===== src/rtl/fabric_memreq_tagger.sv =====
// fabric_memreq_tagger
// Merges several untagged memory request sources onto one tagged request
// channel. Each outgoing request carries the index of its source port as a
// tag, so completions returning from external memory can be credited back to
// the right port. A per-port outstanding counter limits how many requests a
// port may have in flight, and a sticky error latch records the first
// completion that carries a bad tag or has no matching request.

module fabric_memreq_tagger #(
    parameter int NUM_PORTS       = 2,
    parameter int DATA_WIDTH      = 32,
    parameter int TAG_WIDTH       = 1,
    parameter int MAX_OUTSTANDING = 4
) (
    input  logic                                 clk,
    input  logic                                 rst_n,
    input  logic [NUM_PORTS-1:0]                 in_valid,
    output logic [NUM_PORTS-1:0]                 in_ready,
    input  logic [NUM_PORTS-1:0][DATA_WIDTH-1:0] in_data,
    output logic                                 out_valid,
    input  logic                                 out_ready,
    output logic [DATA_WIDTH+TAG_WIDTH-1:0]      out_data,
    input  logic                                 done_valid,
    output logic                                 done_ready,
    input  logic [DATA_WIDTH+TAG_WIDTH-1:0]      done_data,
    output logic                                 error_valid,
    output logic [15:0]                          error_code
);

    localparam int PTR_W = (NUM_PORTS > 1) ? $clog2(NUM_PORTS) : 1;
    localparam int OUT_W = DATA_WIDTH + TAG_WIDTH;
    localparam logic [7:0] MAX_CNT = 8'(MAX_OUTSTANDING);

    // Runtime error codes shared with the rest of the memory fabric.
    localparam logic [15:0] RT_MEMORY_TAG_OOB        = 16'h0A01;
    localparam logic [15:0] RT_MEMORY_DONE_UNDERFLOW = 16'h0A02;

    // Reject parameter combinations that cannot work.
    if (NUM_PORTS < 2) begin : g_chk_ports
        $fatal(1, "fabric_memreq_tagger: NUM_PORTS must be at least 2");
    end
    if ((1 << TAG_WIDTH) < NUM_PORTS) begin : g_chk_tag
        $fatal(1, "fabric_memreq_tagger: TAG_WIDTH too narrow for NUM_PORTS");
    end
    if (MAX_OUTSTANDING < 1 || MAX_OUTSTANDING > 255) begin : g_chk_max
        $fatal(1, "fabric_memreq_tagger: MAX_OUTSTANDING must be in 1..255");
    end
    if (DATA_WIDTH < 1) begin : g_chk_data
        $fatal(1, "fabric_memreq_tagger: DATA_WIDTH must be at least 1");
    end

    logic [PTR_W-1:0]           rr_ptr;
    logic [NUM_PORTS-1:0][7:0]  cnt;
    logic                       load_en;
    logic [NUM_PORTS-1:0]       eligible;
    logic                       grant_valid;
    logic [PTR_W-1:0]           grant_idx;
    logic                       grant_fire;
    logic [TAG_WIDTH-1:0]       done_tag;
    logic                       tag_oob;
    logic [NUM_PORTS-1:0]       done_hit;
    logic                       underflow;
    logic                       unused_done_payload;

    // Completions are always accepted; the payload half is not needed here.
    assign done_ready          = 1'b1;
    assign done_tag            = done_data[OUT_W-1 -: TAG_WIDTH];
    assign unused_done_payload = ^done_data[DATA_WIDTH-1:0];

    // The output register can take a new entry when empty or draining.
    assign load_en    = !out_valid || out_ready;
    assign grant_fire = load_en && grant_valid;

    // A port competes only while it has a request and spare credit.
    always_comb begin
        eligible = '0;
        for (int i = 0; i < NUM_PORTS; i++) begin
            eligible[i] = in_valid[i] && (cnt[i] < MAX_CNT);
        end
    end

    // Round-robin search from rr_ptr upward; scanning offsets from the far
    // end backwards lets the nearest eligible port overwrite the others.
    always_comb begin
        logic [PTR_W:0] idx;
        grant_valid = 1'b0;
        grant_idx   = '0;
        idx         = '0;
        for (int k = NUM_PORTS - 1; k >= 0; k--) begin
            idx = {1'b0, rr_ptr} + (PTR_W+1)'(k);
            if (idx >= (PTR_W+1)'(NUM_PORTS)) begin
                idx = idx - (PTR_W+1)'(NUM_PORTS);
            end
            if (eligible[idx[PTR_W-1:0]]) begin
                grant_valid = 1'b1;
                grant_idx   = idx[PTR_W-1:0];
            end
        end
    end

    // One-hot ready to the granted source, held low throughout reset.
    always_comb begin
        in_ready = '0;
        for (int i = 0; i < NUM_PORTS; i++) begin
            in_ready[i] = rst_n && grant_fire && (grant_idx == PTR_W'(i));
        end
    end

    // Decode which port a completion belongs to and whether it is bogus.
    always_comb begin
        tag_oob   = done_valid && (int'(done_tag) >= NUM_PORTS);
        done_hit  = '0;
        underflow = 1'b0;
        for (int i = 0; i < NUM_PORTS; i++) begin
            done_hit[i] = done_valid && !tag_oob && (done_tag == TAG_WIDTH'(i));
            if (done_hit[i] && (cnt[i] == 8'd0)) begin
                underflow = 1'b1;
            end
        end
    end

    // Single-entry output register and round-robin pointer advance.
    always_ff @(posedge clk or negedge rst_n) begin
        if (!rst_n) begin
            out_valid <= 1'b0;
            out_data  <= '0;
            rr_ptr    <= '0;
        end else if (load_en) begin
            if (grant_valid) begin
                out_valid <= 1'b1;
                out_data  <= {TAG_WIDTH'(grant_idx), in_data[grant_idx]};
                rr_ptr    <= (grant_idx == PTR_W'(NUM_PORTS - 1)) ? '0 : grant_idx + 1'b1;
            end else begin
                out_valid <= 1'b0;
            end
        end
    end

    // Outstanding counters: a grant and a completion on the same port in the
    // same cycle cancel, and a completion with no credit to return is dropped.
    always_ff @(posedge clk or negedge rst_n) begin
        if (!rst_n) begin
            cnt <= '0;
        end else begin
            for (int i = 0; i < NUM_PORTS; i++) begin
                if (grant_fire && (grant_idx == PTR_W'(i)) && !done_hit[i]) begin
                    cnt[i] <= cnt[i] + 8'd1;
                end else if (done_hit[i] && !(grant_fire && (grant_idx == PTR_W'(i)))
                             && (cnt[i] != 8'd0)) begin
                    cnt[i] <= cnt[i] - 8'd1;
                end
            end
        end
    end

    // Sticky error latch keeps the first error only; bad tags win over underflow.
    always_ff @(posedge clk or negedge rst_n) begin
        if (!rst_n) begin
            error_valid <= 1'b0;
            error_code  <= '0;
        end else if (!error_valid && (tag_oob || underflow)) begin
            error_valid <= 1'b1;
            error_code  <= tag_oob ? RT_MEMORY_TAG_OOB : RT_MEMORY_DONE_UNDERFLOW;
        end
    end

endmodule


===== config.mk =====
export PLATFORM = sky130hd
export DESIGN_NAME = fabric_memreq_tagger
export DESIGN_NICKNAME = d
export VERILOG_FILES = /design/src/rtl/fabric_memreq_tagger.sv
export SDC_FILE = /design/constraint.sdc
export NUM_CORES = 1
export LEC_CHECK = 0
export CELL_PAD_IN_SITES_DETAIL_PLACEMENT = 0
export CELL_PAD_IN_SITES_GLOBAL_PLACEMENT = 1
export CORE_UTILIZATION = 26
export CTS_CLUSTER_DIAMETER = 100
export DETAILED_ROUTE_END_ITERATION = 8
export GPL_TIMING_DRIVEN = 0
export PLACE_DENSITY_LB_ADDON = 0.1
export SLEW_MARGIN = 20
export SYNTH_ARGS = -nofsm -noshare
export SYNTH_HDL_FRONTEND = slang
export SYNTH_SLANG_ARGS = --single-unit

===== constraint.sdc =====
create_clock -name clk -period 2.8 [get_ports clk]
set_clock_uncertainty 0.15 [all_clocks]
set_input_delay 0.42 -clock clk [delete_from_list [all_inputs] [get_ports clk]]
set_output_delay 0.42 -clock clk [all_outputs]
set_load 0.01 [all_outputs]

# Yosys cells after proc, flatten, opt, wreduce, memory -nomap -nowiden
# Index checks and enable logic that the tools add are counted.
word_totals:
  word_cells: 77
  in_bits: 103
  output_inout_bits: 54
  reg_bits: 53
classes:
  add_sub_neg: 8
  n_lt_le_gt_ge: 7
  bitwise: 2
  n_reduce_logical: 33
  n_mux: 20
ops:
  columns: ["operator", "count"]
  rows:
  - ["$mux W32", 2]
  - ["$mux W8", 4]
  - ["$logic_and A1 B1 Y1", 19]
  - ["$add A8 B1 Y8 const B", 2]
  - ["$logic_not A8 Y1", 2]
  - ["$lt A8 B3 Y1 const B", 2]
  - ["$reduce_bool A8 Y1", 2]
  - ["$sub A8 B1 Y8 const B", 2]
  - ["$mux W1", 14]
  - ["$logic_not A1 Y1", 6]
  - ["$lt A1 B2 Y1 const B", 3]
  - ["$reduce_bool A2 Y1", 2]
  - ["$add A1 B1 Y2 const B", 1]
  - ["$ge A1 B2 Y1 const B", 1]
  - ["$ge A2 B2 Y1 const B", 1]
  - ["$not A1 Y1", 2]
  - ["$reduce_and A2 Y1", 1]
  - ["$sub A1 B1 Y1 const B", 2]
  - ["$add A1 B1 Y1 const B", 1]
  - ["$logic_or A1 B1 Y1", 1]

# Longest topological paths before layout
logic_depth:
  ltp_word: 14
  ltp_mapped: 10
  mapped_depth_nobuf: 10

# Worst setup path after synthesis
# No wires, ideal clock.
synth_path:
  path_type: "register to register"
  startpoint: "register cnt[7] (netlist name)"
  endpoint: "register cnt[6] (netlist name)"
  setup_time_ns: 0.125
  t_required_ns: 2.525
  arrival_ns: 2.707
  n_path_buf: 0
  period_less_slack_ns: 2.982
  stages_incl_launch_ff: 11
  path_slack_ns: -0.182
  path_cell_list: "dfrtp_1 > or4_4 > nor3_4 > and3_2 > inv_1 > fa_1 > a211oi_1 > o21bai_1 > a21oi_1 > xnor2_1 > mux2_4"
synth_via:
  elab_chain_len: 12
  elab_cells_between_ends: 20
  cone_classes: "order compare (1); mux (9); bitwise (1); reduce/logical (9)"
synth_rtl:
  columns: ["element", "line", "text"]
  rows:
  - ["from (decl)", "53", "logic [NUM_PORTS-1:0][7:0] cnt;"]
  - ["from (signal, indexed assignment)", "147", "cnt[i] <= cnt[i] + 8'd1;"]
  - ["from (signal, indexed assignment)", "150", "cnt[i] <= cnt[i] - 8'd1;"]
  - ["$lt A8 B3 Y1", "78", "eligible[i] = in_valid[i] && (cnt[i] < MAX_CNT);"]
  - ["$logic_and A1 B1 Y1", "78", null]
  - ["$mux W1 (implied by the code) (2 in series)", "94", "if (eligible[idx[PTR_W-1:0]]) begin"]
  - ["$mux W1 (2 in series)", "94", null]
  - ["$logic_and A1 B1 Y1 / $not A1 Y1 (equally long branches)", "72, 146, 148", null]
  - ["$logic_and A1 B1 Y1", "146, 148", null]
  - ["$logic_not A1 Y1", "148", "end else if (done_hit[i] && !(grant_fire && (grant_idx == PTR_W'(i)))"]
  - ["$logic_and A1 B1 Y1", "148", null]
  - ["$logic_and A1 B1 Y1", "149", "&& (cnt[i] != 8'd0)) begin"]
  - ["$reduce_bool A2 Y1 (no source line)", null, null]
# Parallel ways exist; a longest one is shown, timed or not. The select of a mux whose other input is x is not followed.
# A chain may end at the register's enable or synchronous reset.

# Worst setup path after layout
layout_path:
  startpoint: "register cnt[4] (netlist name)"
  endpoint: "register cnt[4] (netlist name)"
# The elaborated chain is that of the path after synthesis.

==> results.ini <==
[drt]
routed_via_density=4.49
drt_first_pass_iters=4
wl_per_cell_um=13.9
vias=2633
drtIter0Drc=135
highest_layer=met4
wl_met2_mm=4.11
remaining_drc_errors=0
wl_met1_mm=3.52
wl_mm=8.17
wl_met3_um=469
detail-route-antenna-nets=0

[logic_synthesis]
yosysTopAreaCell=dfrtp_1
synth_area_leaders=dfrtp_1 (44%), a22oi_1 (8.1%), o21ai_0 (6.4%)
synth_seq_cells=52
syn_inst=296
yosys_warnings=0
syn-cell-area_um2=2980
seq_area_frac_synth=0.436
yosys.area.top_type_share=0.436
synth-main-ff-cell=dfrtp_1
synth_cell_types=45
synth-edff-count=0
syn-mean-instance-area_um2=10.1
async_flop_share=1.00

[global_routing]
grt_pass1_vias=2563
grt_usage=0.139
grt-ovfl-total=0
antenna_found_initial=0
grt_max_degree=47
grt_pass1_wl_mm=12.7

[hold_path]
worstHoldPathType=reg -> reg

[setup_path]
cp.arrival_ps=2900
cp.required_ps=2820
path_buf_inv=2
crit_path_max_incr_delay_ps=570
crit_type=reg -> reg
critPathLaunchType=flop
end_kind=flop
crit_family=simple AND/OR/NAND/NOR gates
crit_chain=or4_4 > nor3_4 > and3_4 > inv_8 > fa_2 > buf_4 > a21o_1 > a21oi_2 > xnor2_1 > mux2_4
slowest_stage=or4_4
cp_max_fo=7

[clock_tree]
cts_tree=built
worstSkewPairLatency_ps=290
cts_sinks=52
cts_root_buffer=clkbuf_16
path_clk_slew_ps=70
numCtsBuffers=5
htree_levels=2
cts.path.max_buffers=2

[sta]
rsz0062_at_grt=yes
min_period_over_period=1.03
hold_slack_ps=329
tns_ps=-244
drv_slew=0
fmaxAchievable_ghz=0.348
fin_ws_ps=-73.8
final-hold-violation-count=0
setup_viol=6
layout_min_cycle_time_ps=2870

[cells_and_area]
layout.nets=563
drive_gt1_frac=0.239
layout_common_cells=clkdlybuf4s50_1 (106), dfrtp_1 (50), buf_4 (36)
n_antenna_cell=0
area_growth_pct=63.0
layout_commonest_cell=clkdlybuf4s50_1
n_fill_cell=1087

[die]
std_cell_rows=38
die_area_um2=11900
die_w_um=109
start_util=0.271
dieHeight_um=109
io-pin-count=157
core_area_um2=11000

[power]
max-vdd-ir-drop_mv=0.383
cellLeakagePower_nw=2.06
power.density_nw_per_um2=966

[run]
maxCapViolCount=0

[place]
dpl.hpwl_mm=6.05
io_buffers=110
gp_congestion=0.731

[status]
violations=setup timing
outcome=finished, violations left

[where the power goes]
| group | switching [mW] | internal (mW) |
|---|---|---|
| clock | 0.282 | 0.334 |
| combinational | 1.08 | 1.54 |
| sequential | 0.317 | 1.14 |
| total | 1.68 | 3.01 |
[worst register-to-register path, stage by stage (launching register included)]
cell and delay, ps:
dfrtp_2 410, or4_4 570, nor3_4 200, and3_4 250, inv_8 60, fa_2 360, buf_4 150, a21o_1 160
a21oi_2 130, xnor2_1 70, mux2_4 250
[stage by stage]
stage / utilization / power, mW / area [µm²] / std cells / setup slack [ps]
final: 0.442 / 4.69 / 4860 / 587 / -73.8
after global placement: 0.396 / 3.62 / 4340 / 558 / -1730
after CTS: 0.434 / 4.60 / 4770 / 583 / -148
after floorplan: - / 2.69 / 3070 / 308 / -43.3
after global routing: 0.442 / 5.05 / 4860 / 587 / -179
after detailed placement: 0.398 / 3.65 / 4370 / 559 / -633
[cell type report]
class	count	area [µm²]	share of cell area
multi-input combinational	192	1630	0.336
sequential	52	1300	0.268
timing repair buffer	131	1280	0.263
buffer	28	181	0.0373
tap	140	175	0.0360
inverter	36	143	0.0294
clock buffer	6	129	0.0265
clock inverter	2	16.3	0.00335
[routing by layer]
metal | up-vias | track usage
met2 | 70 | 0.241
met5 | - | 0
li1 | 1313 | -
met4 | 0 | 0.0319
met3 | 4 | 0.0341
met1 | 1246 | 0.173
[flip-flops by register name, indices dropped and copies added (netlist names)]
signal and count:
error_valid 1, cnt 16, out_data 33, out_valid 1, rr_ptr 1
[cell usage after synthesis, drive strengths merged (3+ instances only)]
library cell	n
inv	36
nor2	5
dfrtp	52
a211oi	4
xnor2	8
mux2	11
nor4	3
xor2	6
and3	3
clkbuf	6
buf	22
nand4	3
nand3	3
ha	12
nor3	3
a21o	8
o21ai	38
a21oi	13
a22oi	32
nand2	5
[cells by family (layout without fill, tap and decap cells)]
family,after synthesis,count (layout),share of synthesized area
adders and majority gates,14,14,0.0638
DFF,52,52,0.436
and+or+nand+nor,35,35,0.0785
AOI/OAI and AO/OA,102,102,0.217
other,2,14,0.00252
buffers and inverters,64,203,0.106
muxes,13,13,0.0546
xor gates and xnor gates,14,14,0.0411
[worst paths after layout]
kind	from	endpoint	slack, ps	cells after the start
setup / recovery	cnt[4]	cnt[4]	-70	10
hold / removal	out_data[32]	out_data[32]	330	1
setup reg to reg	cnt[4]	cnt[4]	-70	10
hold reg to reg	out_data[32]	out_data[32]	330	1
max in group asynchronous	rst_n	cnt[4]	1670	3
min in group asynchronous	rst_n	cnt[13]	350	2
[timing repair]
action	4_1_cts	5_1_grt
endpoints found under the hold margin	8	0
buffers inserted	15	4
endpoints found under the setup margin	12	9
resized for setup	31	11
hold buffers	1	0
pin swaps	20	21
Power figures use the tool's default switching activity.
